**src/rtl/axi_lite_rr_arb.sv**
```systemverilog
// Round-robin arbiter sharing one AXI4-Lite master port between NoSlvPorts requesters.
// Read and write paths are arbitrated independently, each with one outstanding transaction.

package axi_lite_rr_arb_pkg;

  typedef struct packed {
    logic [31:0] addr;
    logic [2:0]  prot;
  } ax_chan_t;

  typedef struct packed {
    logic [31:0] data;
    logic [3:0]  strb;
  } w_chan_t;

  typedef struct packed {
    logic [1:0] resp;
  } b_chan_t;

  typedef struct packed {
    logic [31:0] data;
    logic [1:0]  resp;
  } r_chan_t;

  typedef struct packed {
    ax_chan_t aw;
    logic     aw_valid;
    w_chan_t  w;
    logic     w_valid;
    logic     b_ready;
    ax_chan_t ar;
    logic     ar_valid;
    logic     r_ready;
  } req_t;

  typedef struct packed {
    logic    aw_ready;
    logic    w_ready;
    b_chan_t b;
    logic    b_valid;
    logic    ar_ready;
    r_chan_t r;
    logic    r_valid;
  } resp_t;

endpackage

module axi_lite_rr_arb #(
  parameter int unsigned NoSlvPorts = 2,
  parameter type         req_t      = axi_lite_rr_arb_pkg::req_t,
  parameter type         resp_t     = axi_lite_rr_arb_pkg::resp_t,
  localparam int unsigned IdxW      = $clog2(NoSlvPorts)
) (
  input  logic            clk_i,
  input  logic            rst_i,
  input  req_t            slv_reqs_i  [NoSlvPorts],
  output resp_t           slv_resps_o [NoSlvPorts],
  output req_t            mst_req_o,
  input  resp_t           mst_resp_i,
  output logic [IdxW-1:0] wr_idx_o,
  output logic [IdxW-1:0] rd_idx_o,
  output logic            wr_busy_o,
  output logic            rd_busy_o
);

  typedef enum logic [1:0] {WR_IDLE, WR_REQ, WR_RESP} wr_state_e;
  typedef enum logic [1:0] {RD_IDLE, RD_REQ, RD_RESP} rd_state_e;

  localparam logic [IdxW-1:0] LastInit = IdxW'(NoSlvPorts - 1);

  wr_state_e       r_wr_state;
  logic [IdxW-1:0] r_wr_idx;
  logic [IdxW-1:0] r_wr_last;
  logic            r_aw_done;
  logic            r_w_done;
  logic            r_wr_busy;

  rd_state_e       r_rd_state;
  logic [IdxW-1:0] r_rd_idx;
  logic [IdxW-1:0] r_rd_last;
  logic            r_rd_busy;

  logic [NoSlvPorts-1:0] w_aw_req;
  logic [NoSlvPorts-1:0] w_ar_req;
  logic [IdxW-1:0]       w_wr_pick;
  logic [IdxW-1:0]       w_rd_pick;
  logic                  w_aw_hs;
  logic                  w_w_hs;
  logic                  w_b_hs;
  logic                  w_ar_hs;
  logic                  w_r_hs;

  // First requesting index strictly after 'last', wrapping modulo NoSlvPorts.
  function automatic logic [IdxW-1:0] rr_pick(input logic [NoSlvPorts-1:0] req,
                                              input logic [IdxW-1:0]       last);
    logic [IdxW-1:0] pick;
    logic [IdxW-1:0] cand_idx;
    logic            found;
    int unsigned     cand;
    pick  = last;
    found = 1'b0;
    for (int unsigned k = 1; k <= NoSlvPorts; k++) begin
      cand     = (32'(last) + k) % NoSlvPorts;
      cand_idx = cand[IdxW-1:0];
      if (!found && req[cand_idx]) begin
        pick  = cand_idx;
        found = 1'b1;
      end
    end
    return pick;
  endfunction

  always_comb begin
    for (int i = 0; i < NoSlvPorts; i++) begin
      w_aw_req[i] = slv_reqs_i[i].aw_valid;
      w_ar_req[i] = slv_reqs_i[i].ar_valid;
    end
    w_wr_pick = rr_pick(w_aw_req, r_wr_last);
    w_rd_pick = rr_pick(w_ar_req, r_rd_last);
  end

  assign w_aw_hs = (r_wr_state == WR_REQ) & slv_reqs_i[r_wr_idx].aw_valid & ~r_aw_done
                   & mst_resp_i.aw_ready;
  assign w_w_hs  = (r_wr_state == WR_REQ) & slv_reqs_i[r_wr_idx].w_valid & ~r_w_done
                   & mst_resp_i.w_ready;
  assign w_b_hs  = (r_wr_state == WR_RESP) & mst_resp_i.b_valid & slv_reqs_i[r_wr_idx].b_ready;
  assign w_ar_hs = (r_rd_state == RD_REQ) & slv_reqs_i[r_rd_idx].ar_valid & mst_resp_i.ar_ready;
  assign w_r_hs  = (r_rd_state == RD_RESP) & mst_resp_i.r_valid & slv_reqs_i[r_rd_idx].r_ready;

  // NOTE: state registers use non-blocking assignments so every flop samples pre-edge values.
  always_ff @(posedge clk_i) begin
    if (rst_i) begin
      r_wr_state <= WR_IDLE;
      r_wr_idx   <= '0;
      r_wr_last  <= LastInit;
      r_aw_done  <= 1'b0;
      r_w_done   <= 1'b0;
      r_wr_busy  <= 1'b0;
    end else begin
      case (r_wr_state)
        WR_IDLE: begin
          if (|w_aw_req) begin
            r_wr_idx   <= w_wr_pick;
            r_wr_last  <= w_wr_pick;
            r_aw_done  <= 1'b0;
            r_w_done   <= 1'b0;
            r_wr_busy  <= 1'b1;
            r_wr_state <= WR_REQ;
          end
        end
        WR_REQ: begin
          if (w_aw_hs) r_aw_done <= 1'b1;
          if (w_w_hs)  r_w_done  <= 1'b1;
          // AW and W may complete in either order or in the same cycle.
          if ((r_aw_done | w_aw_hs) && (r_w_done | w_w_hs)) r_wr_state <= WR_RESP;
        end
        WR_RESP: begin
          if (w_b_hs) begin
            r_wr_state <= WR_IDLE;
            r_wr_busy  <= 1'b0;
          end
        end
        default: begin
          r_wr_state <= WR_IDLE;
          r_wr_busy  <= 1'b0;
        end
      endcase
    end
  end

  always_ff @(posedge clk_i) begin
    if (rst_i) begin
      r_rd_state <= RD_IDLE;
      r_rd_idx   <= '0;
      r_rd_last  <= LastInit;
      r_rd_busy  <= 1'b0;
    end else begin
      case (r_rd_state)
        RD_IDLE: begin
          if (|w_ar_req) begin
            r_rd_idx   <= w_rd_pick;
            r_rd_last  <= w_rd_pick;
            r_rd_busy  <= 1'b1;
            r_rd_state <= RD_REQ;
          end
        end
        RD_REQ: begin
          if (w_ar_hs) r_rd_state <= RD_RESP;
        end
        RD_RESP: begin
          if (w_r_hs) begin
            r_rd_state <= RD_IDLE;
            r_rd_busy  <= 1'b0;
          end
        end
        default: begin
          r_rd_state <= RD_IDLE;
          r_rd_busy  <= 1'b0;
        end
      endcase
    end
  end

  // NOTE: every output is given a default before the muxing so no latch can be inferred.
  always_comb begin
    mst_req_o = '0;
    for (int i = 0; i < NoSlvPorts; i++) slv_resps_o[i] = '0;

    if (r_wr_state != WR_IDLE) begin
      mst_req_o.aw = slv_reqs_i[r_wr_idx].aw;
      mst_req_o.w  = slv_reqs_i[r_wr_idx].w;
    end
    if (r_wr_state == WR_REQ) begin
      mst_req_o.aw_valid = slv_reqs_i[r_wr_idx].aw_valid & ~r_aw_done;
      mst_req_o.w_valid  = slv_reqs_i[r_wr_idx].w_valid & ~r_w_done;
      slv_resps_o[r_wr_idx].aw_ready = mst_resp_i.aw_ready & ~r_aw_done;
      slv_resps_o[r_wr_idx].w_ready  = mst_resp_i.w_ready & ~r_w_done;
    end
    if (r_wr_state == WR_RESP) begin
      mst_req_o.b_ready             = slv_reqs_i[r_wr_idx].b_ready;
      slv_resps_o[r_wr_idx].b       = mst_resp_i.b;
      slv_resps_o[r_wr_idx].b_valid = mst_resp_i.b_valid;
    end

    if (r_rd_state != RD_IDLE) begin
      mst_req_o.ar = slv_reqs_i[r_rd_idx].ar;
    end
    if (r_rd_state == RD_REQ) begin
      mst_req_o.ar_valid             = slv_reqs_i[r_rd_idx].ar_valid;
      slv_resps_o[r_rd_idx].ar_ready = mst_resp_i.ar_ready;
    end
    if (r_rd_state == RD_RESP) begin
      mst_req_o.r_ready             = slv_reqs_i[r_rd_idx].r_ready;
      slv_resps_o[r_rd_idx].r       = mst_resp_i.r;
      slv_resps_o[r_rd_idx].r_valid = mst_resp_i.r_valid;
    end
  end

  assign wr_idx_o  = r_wr_idx;
  assign rd_idx_o  = r_rd_idx;
  assign wr_busy_o = r_wr_busy;
  assign rd_busy_o = r_rd_busy;

endmodule

```
**config.mk**
```make
export PLATFORM = sky130hd
export DESIGN_NAME = axi_lite_rr_arb
export DESIGN_NICKNAME = d
export VERILOG_FILES = /design/src/rtl/axi_lite_rr_arb.sv
export SDC_FILE = /design/constraint.sdc
export NUM_CORES = 1
export LEC_CHECK = 0
export CAP_MARGIN = 20
export CORE_AREA = 2 2 177 179
export CTS_CLUSTER_DIAMETER = 150
export DETAILED_ROUTE_END_ITERATION = 8
export DIE_AREA = 0 0 179 181
export DONT_BUFFER_PORTS = 1
export PLACE_DENSITY = 0.3
export REMOVE_ABC_BUFFERS = 1
export SYNTH_ARGS = -nofsm -noshare
export SYNTH_HDL_FRONTEND = slang
export SYNTH_SLANG_ARGS = --single-unit
export TNS_END_PERCENT = 30
```
**constraint.sdc**
```tcl
create_clock -name clk_i -period 2.6 [get_ports clk_i]
set_input_delay 0.39 -clock clk_i [delete_from_list [all_inputs] [get_ports clk_i]]
set_output_delay 0.39 -clock clk_i [all_outputs]
set_load 0.01 [all_outputs]
```
# Word-level counts from Yosys, hierarchy flattened
# Index checks and enable logic that the tools add are counted.
# word_totals
regBits	12
inputBits	265
output_inout_bits	197
wordCells	152
# classes
add_sub_neg	4
n_lt_le_gt_ge	8
n_eq_ne	12
muxes	71
n_bitwise	25
reduce_logical	22
# ops
op	n
bitwise mux 82 bit	6
two-way mux 111 bit	3
two-way mux 82 bit	4
demux 41 bit (select 1 bit)	7
two-way mux 37 bit	4
two-way mux 35 bit	3
bitwise AND 82 bit	1
two-way mux 36 bit	2
two-way mux 41 bit	1
two-way mux 40 bit	1
two-way mux 39 bit	1
two-way mux 1 bit	27
AND reduction 3 bit	6
bitwise AND 1 bit	16
inequality test 2 bit (second input constant)	8
two-way mux 2 bit	6
case mux 2 bit (3 select lines)	2
< comparator 1 x 2 -> 1 bit (second input constant)	4
case mux 1 bit (3 select lines)	2
nonzero test 2 bit	3
logical AND 1 bit	5
adder 1 bit (second input constant)	4
equality test 2 x 1 -> 1 bit (second input constant)	2
equality test 2 bit (second input constant)	2
10 further kinds	22

# Longest topological paths before layout
# Gate-level depths: netlist (run 1).
# depth
depth_word	16
depth_mapped	5
depth_no_buf	4

# Worst setup path after synthesis (run 1)
# Ideal clock, no wire load.
# synth_path
path_type	register -> output
startpoint	register r_wr_idx (netlist: wr_idx_o)
endpoint	output port mst_req_o[49] (netlist name)
arrival_ns	1.197
t_required_ns	2.210
slack_ns	1.013
path_stages_with_launch	6
path_buffers	3
path_cell_list	dfxtp_1 -> buf_4 -> buf_4 -> buf_6 -> mux2i_1 -> nor2_1
# synth_rtl
item	line	rtl
start: declaration	72	logic [IdxW-1:0] r_wr_idx;
start signal: assignment	143	r_wr_idx <= w_wr_pick;
end: declaration	58	output req_t mst_req_o,

==> impl_metrics.toml, run 1 <==
[cts]
cts_setup_buffers = 0
htreeDepth = 1
cts_resized = 0
clock-sinks = 12
cts-buffers-inserted = 3
cts_root_buf = "clkbuf_16"
cts_tree = "done"
path_clk_slew_ps = 50
hold_buffers = 0
cts.path.max_buffers = 2
clock_latency_ps = 240

[synth]
synth_top_cell_by_area = "mux2i_1"
synth_edf_count = 0
netlist_area_sq_mm = 0.00277
synth.avg_cell_area_sq_um = 6.84
synthFlopType = "dfxtp_1"
synthTopCellsByArea = "mux2i_1 40%, nor2_1 17%, and2_1 17%"
synth_compound_area_frac = 0.0460
yosys-mux-area-fraction = 0.403
async_reset_ff_frac = 0
synthAdderAreaFrac = 0
synth_top_family_by_area = "multiplexers"
synth-xor-area-share = 0
ys_ff_latch = 12
yosysWarnings = 0
yosysTopAreaCellShare = 0.397
netlist_instances = 405
synthSimpleGateAreaFrac = 0.398
synth.yosys.seq_area_share = 0.0867
ys_types = 30

[worst_setup_path]
crit_end = "mst_req_o[2]"
reg2reg_setup_slack_ps = 800
worst-path-max-fanout = 27
critPathKind = "reg -> out"
required_ps = 2210
worstSetupStartpointType = "flop"
crit-reg2reg-launch = "r_wr_state[1]"
rr_endpoint = "r_aw_done"
critPathLaunch = "rd_idx_o"
arrival_ps = 1710
endpoint_kind = "output pin"
reg2reg_depth = 4

[power_and_ir_drop]
p_leak_nw = 1.12
p_per_area_mw_per_mm2 = 381
power.total_mw = 1.27
irDropWorstVdd_mv = 0.175

[timing]
relSlewSlack = 0.537
fmax_ghz = 0.477
maxSlewViolCount = 0
whs_ps = 210
grt_setup_unrepaired = "false"
period_needed_ps = 2100
finalClockSkew_ps = 0.521
setup_tns_ps = 0
hold_viol = 0
setup-violations-final = 0
setup_ws_ps = 505
worstMarginPinSlew_ps = 693
finalCritPeriodShare = 0.806

[final_layout]
final_common_cell = "nor2_1"
nets = 657
final_layout_size_suffix_gt1_frac = 0.0716
layout_common_cells = "122 x nor2_1, 110 x mux2i_1, 74 x and2_1, 14 x buf_4"
syn_to_final_growth_pct = 20.9
final_cell_area_sq_mm = 0.00335
stdcell_count = 797
final_util = 0.110

[global_route]
grt_max_degree = 36
gr-total-overflow = 0
grt_pass1_wl_um = 22000
antenna_found_initial = 9
grt_pass1_vias = 2791
grt_util_all_layers = 0.0997

[floorplanning]
die_area_sq_mm = 0.0324
core-area_sq_mm = 0.0303
rows = 64
start_util = 0.0913
pin_count = 462
die_w_um = 179
die_y_um = 181

[placed_design]
dpl.hpwl_um = 16500
post_dp_cell_area_sq_mm = 0.00324
dp_cells = 783
port-buffer-count = 0
place_congestion = 0.825
dp_slack_ps = 736

[min_path]
hp-class = "in -> reg"

[route]
routed_wl_um = 18000
routed_via_density = 3.61
vias = 2880
initialDrtViolationCount = 110
drtAntennaViolNets = 0
drc = 0
avgRoutedWirePerCell_um = 22.6
drt-pass1-iter-count = 4

[status]
status = "complete, no violations"

[run]
drv_cap = 0
## per-layer routing
metal / vias to the layer above / share of wire / global-route usage
li1: 1327 / - / -
met1: 1264 / 0.32 / 0.0884
met2: 273 / 0.55 / 0.200
met3: 16 / 0.099 / 0.0288
met4: 0 / 0.032 / 0.0478
met5: - / 0 / 0
## worst max-delay path, stage by stage (launching register included)
cell	delay [ps]
dfxtp_2	600
buf_4	490
mux2i_1	140
nor2_1	210
## flip-flops by register name (all words and copies together) (netlist names)
register	cells
r_wr_last	1
wr_busy_o	1
rd_idx_o	1
r_rd_last	1
r_w_done	1
r_aw_done	1
r_wr_state	2
r_rd_state	2
rd_busy_o	1
wr_idx_o	1
## cell families (layout without fill, tap and decap cells)
logic type | count (synthesis) | after routing
buffers and inverters | 35 | 21
DFF | 12 | 12
and+or+nand+nor | 231 | 231
other | 0 | 10
muxes | 111 | 111
AOI/OAI and AO/OA | 16 | 16
## layout make-up
cell class / count / area (sq um)
sequential: 12 / 245
multi-input combinational: 358 / 2360
inverter: 2 / 7.51
tap: 396 / 495
antenna: 10 / 25.0
timing repair buffer: 15 / 125
clock buffer: 4 / 88.8
fill: 3542 / 27000
## Yosys cell counts, types with 2 or more instances
master / instances
nor2_1: 126
mux2i_1: 110
and2_1: 74
dfxtp_1: 12
nand2_1: 10
buf_1: 8
buf_2: 7
nor2b_1: 7
buf_4: 6
and3_1: 5
clkbuf_1: 5
clkbuf_2: 5
nand2b_1: 5
nor3_1: 3
a211o_1: 2
a21oi_1: 2
a22oi_1: 2
a32oi_1: 2
buf_6: 2
inv_1: 2
## power by group
group	total [mW]	switching, mW	internal (mW)
registers	0.255	0.0509	0.204
logic	0.703	0.456	0.246
clock network	0.317	0.0843	0.233
total	1.27	0.592	0.683
## worst min-delay path by stage
stage / startpoint / endpoint / slack, ps / cells past startpoint
2_1_floorplan: rst_i / wr_busy_o / 460 / 1
3_3_place_gp: rst_i / wr_idx_o / 460 / 1
6_report: rst_i / wr_idx_o / 210 / 1
3_5_place_dp: rst_i / wr_idx_o / 460 / 1
5_1_grt: rst_i / wr_busy_o / 200 / 1
4_1_cts: rst_i / wr_idx_o / 200 / 1
Power figures use the tool's default switching activity.
==> inputs of run 2 (changes only) <==
clock period = 1.8 ns   (was 2.6 ns; I/O delays follow)
==> impl_metrics.toml, run 2 (synthesis gave the netlist of run 1 again) <==
[placed_design]
port-buffer-count = 0
dp_slack_ps = 294
dp_cells = 794
post_dp_cell_area_sq_mm = 0.00338
place_congestion = 0.833
dpl.hpwl_um = 17200

[final_layout]
final_cell_area_sq_mm = 0.00349
nets = 668
top_regs = "r_rd_state (2), r_wr_state (2)"
fillCellCount = 3486
syn_to_final_growth_pct = 26.0
stdcell_count = 804
final_util = 0.115
final_common_cell = "nor2_1"
layout_common_cells = "122 x nor2_1, 110 x mux2i_1, 74 x and2_1, 19 x buf_4, 10 x nand2_1"
final_layout_size_suffix_gt1_frac = 0.0995

[run]
drv_cap = 0

[worst_setup_path]
path_cells = "buf_12, buf_4, mux2i_1, nor2_1"
worst-path-max-fanout = 24
crit_path_top_delay_cell = "dfxtp_4"
endpoint_kind = "output pin"
required_ps = 1530
critPathBufInv = 2
critPathKind = "reg -> out"
worstSetupStartpointType = "flop"
arrival_ps = 1480
max_stage_delay_ps = 430
cp_top_family = "flip-flops"

[route]
routed_via_density = 3.74
initialDrtViolationCount = 93
drtAntennaViolNets = 0
drc = 0
avgRoutedWirePerCell_um = 23.3
routed_wl_um = 18700
drt-pass1-iter-count = 4
vias = 3005

[power_and_ir_drop]
irDropWorstVdd_mv = 0.219
p_leak_nw = 1.20
p_per_area_mw_per_mm2 = 544

[global_route]
gr-total-overflow = 0
grt_util_all_layers = 0.105
antenna_found_initial = 5
grt_pass1_wl_um = 23100
grt_pass1_vias = 2845
grt_max_degree = 47

[cts]
clock_latency_ps = 250
path_clk_slew_ps = 50
cts_setup_buffers = 0
cts_root_buf = "clkbuf_16"
cts-buffers-inserted = 3
clock-sinks = 12
cts_resized = 0
cts.path.max_buffers = 2
hold_buffers = 0
cts_tree = "done"
htreeDepth = 1

[timing]
worstMarginPinSlew_ps = 611
setup_tns_ps = 0
relSlewSlack = 0.588
setup_ws_ps = 52.7
finalClockSkew_ps = 1.32
grt_setup_unrepaired = "true"
finalCritPeriodShare = 0.971
maxSlewViolCount = 0
period_needed_ps = 1750
setup-violations-final = 0
hold_viol = 0
fmax_ghz = 0.572

[min_path]
hp-class = "in -> reg"

[floorplanning]
die_area_sq_mm = 0.0324
pin_count = 462
die_y_um = 181
core-area_sq_mm = 0.0303
start_util = 0.0913
die_w_um = 179
rows = 64

[status]
status = "complete, no violations"
## run 2: final timing paths
path / cells past startpoint / to / start / slack (ps)
max: 4 / mst_req_o[104] / wr_idx_o / 50
min: 1 / wr_idx_o / rst_i / 80
max reg2reg: 4 / r_w_done / r_wr_state[1] / 350
min reg2reg: 1 / r_rd_last / r_rd_last / 490
## run 2: cell type report
type | instances | area (sq um) | area share
clock buffers | 4 | 88.8 | 0.0254
repair buffers | 26 | 278 | 0.0795
inverters | 2 | 7.51 | 0.00215
flip-flops and latches | 12 | 246 | 0.0706
well taps | 396 | 495 | 0.142
multi-input cells | 358 | 2360 | 0.676
diodes | 6 | 15.0 | 0.00430
## run 2: through the flow
stage,hold slack [ps],power (mW)
floorplan,336,1.20
global placement,339,1.46
detailed placement,341,1.45
CTS,74.1,1.94
global route,72.3,2.06
finish,80.0,1.90
## run 2: where the power goes
part / total [mW] / internal [mW] / switching (mW)
Sequential: 0.341 / 0.295 / 0.0465
Combinational: 1.09 / 0.404 / 0.688
Clock: 0.469 / 0.337 / 0.132
Total: 1.90 / 1.04 / 0.866
## run 2: per-layer routing
layer  track usage  up-vias  routed length (um)
met4        0.0215        0                 298
met5             0        -                   0
met2         0.225      280               10800
met3        0.0246       12                1600
met1        0.0953     1366                6040
li1              -     1347                   -
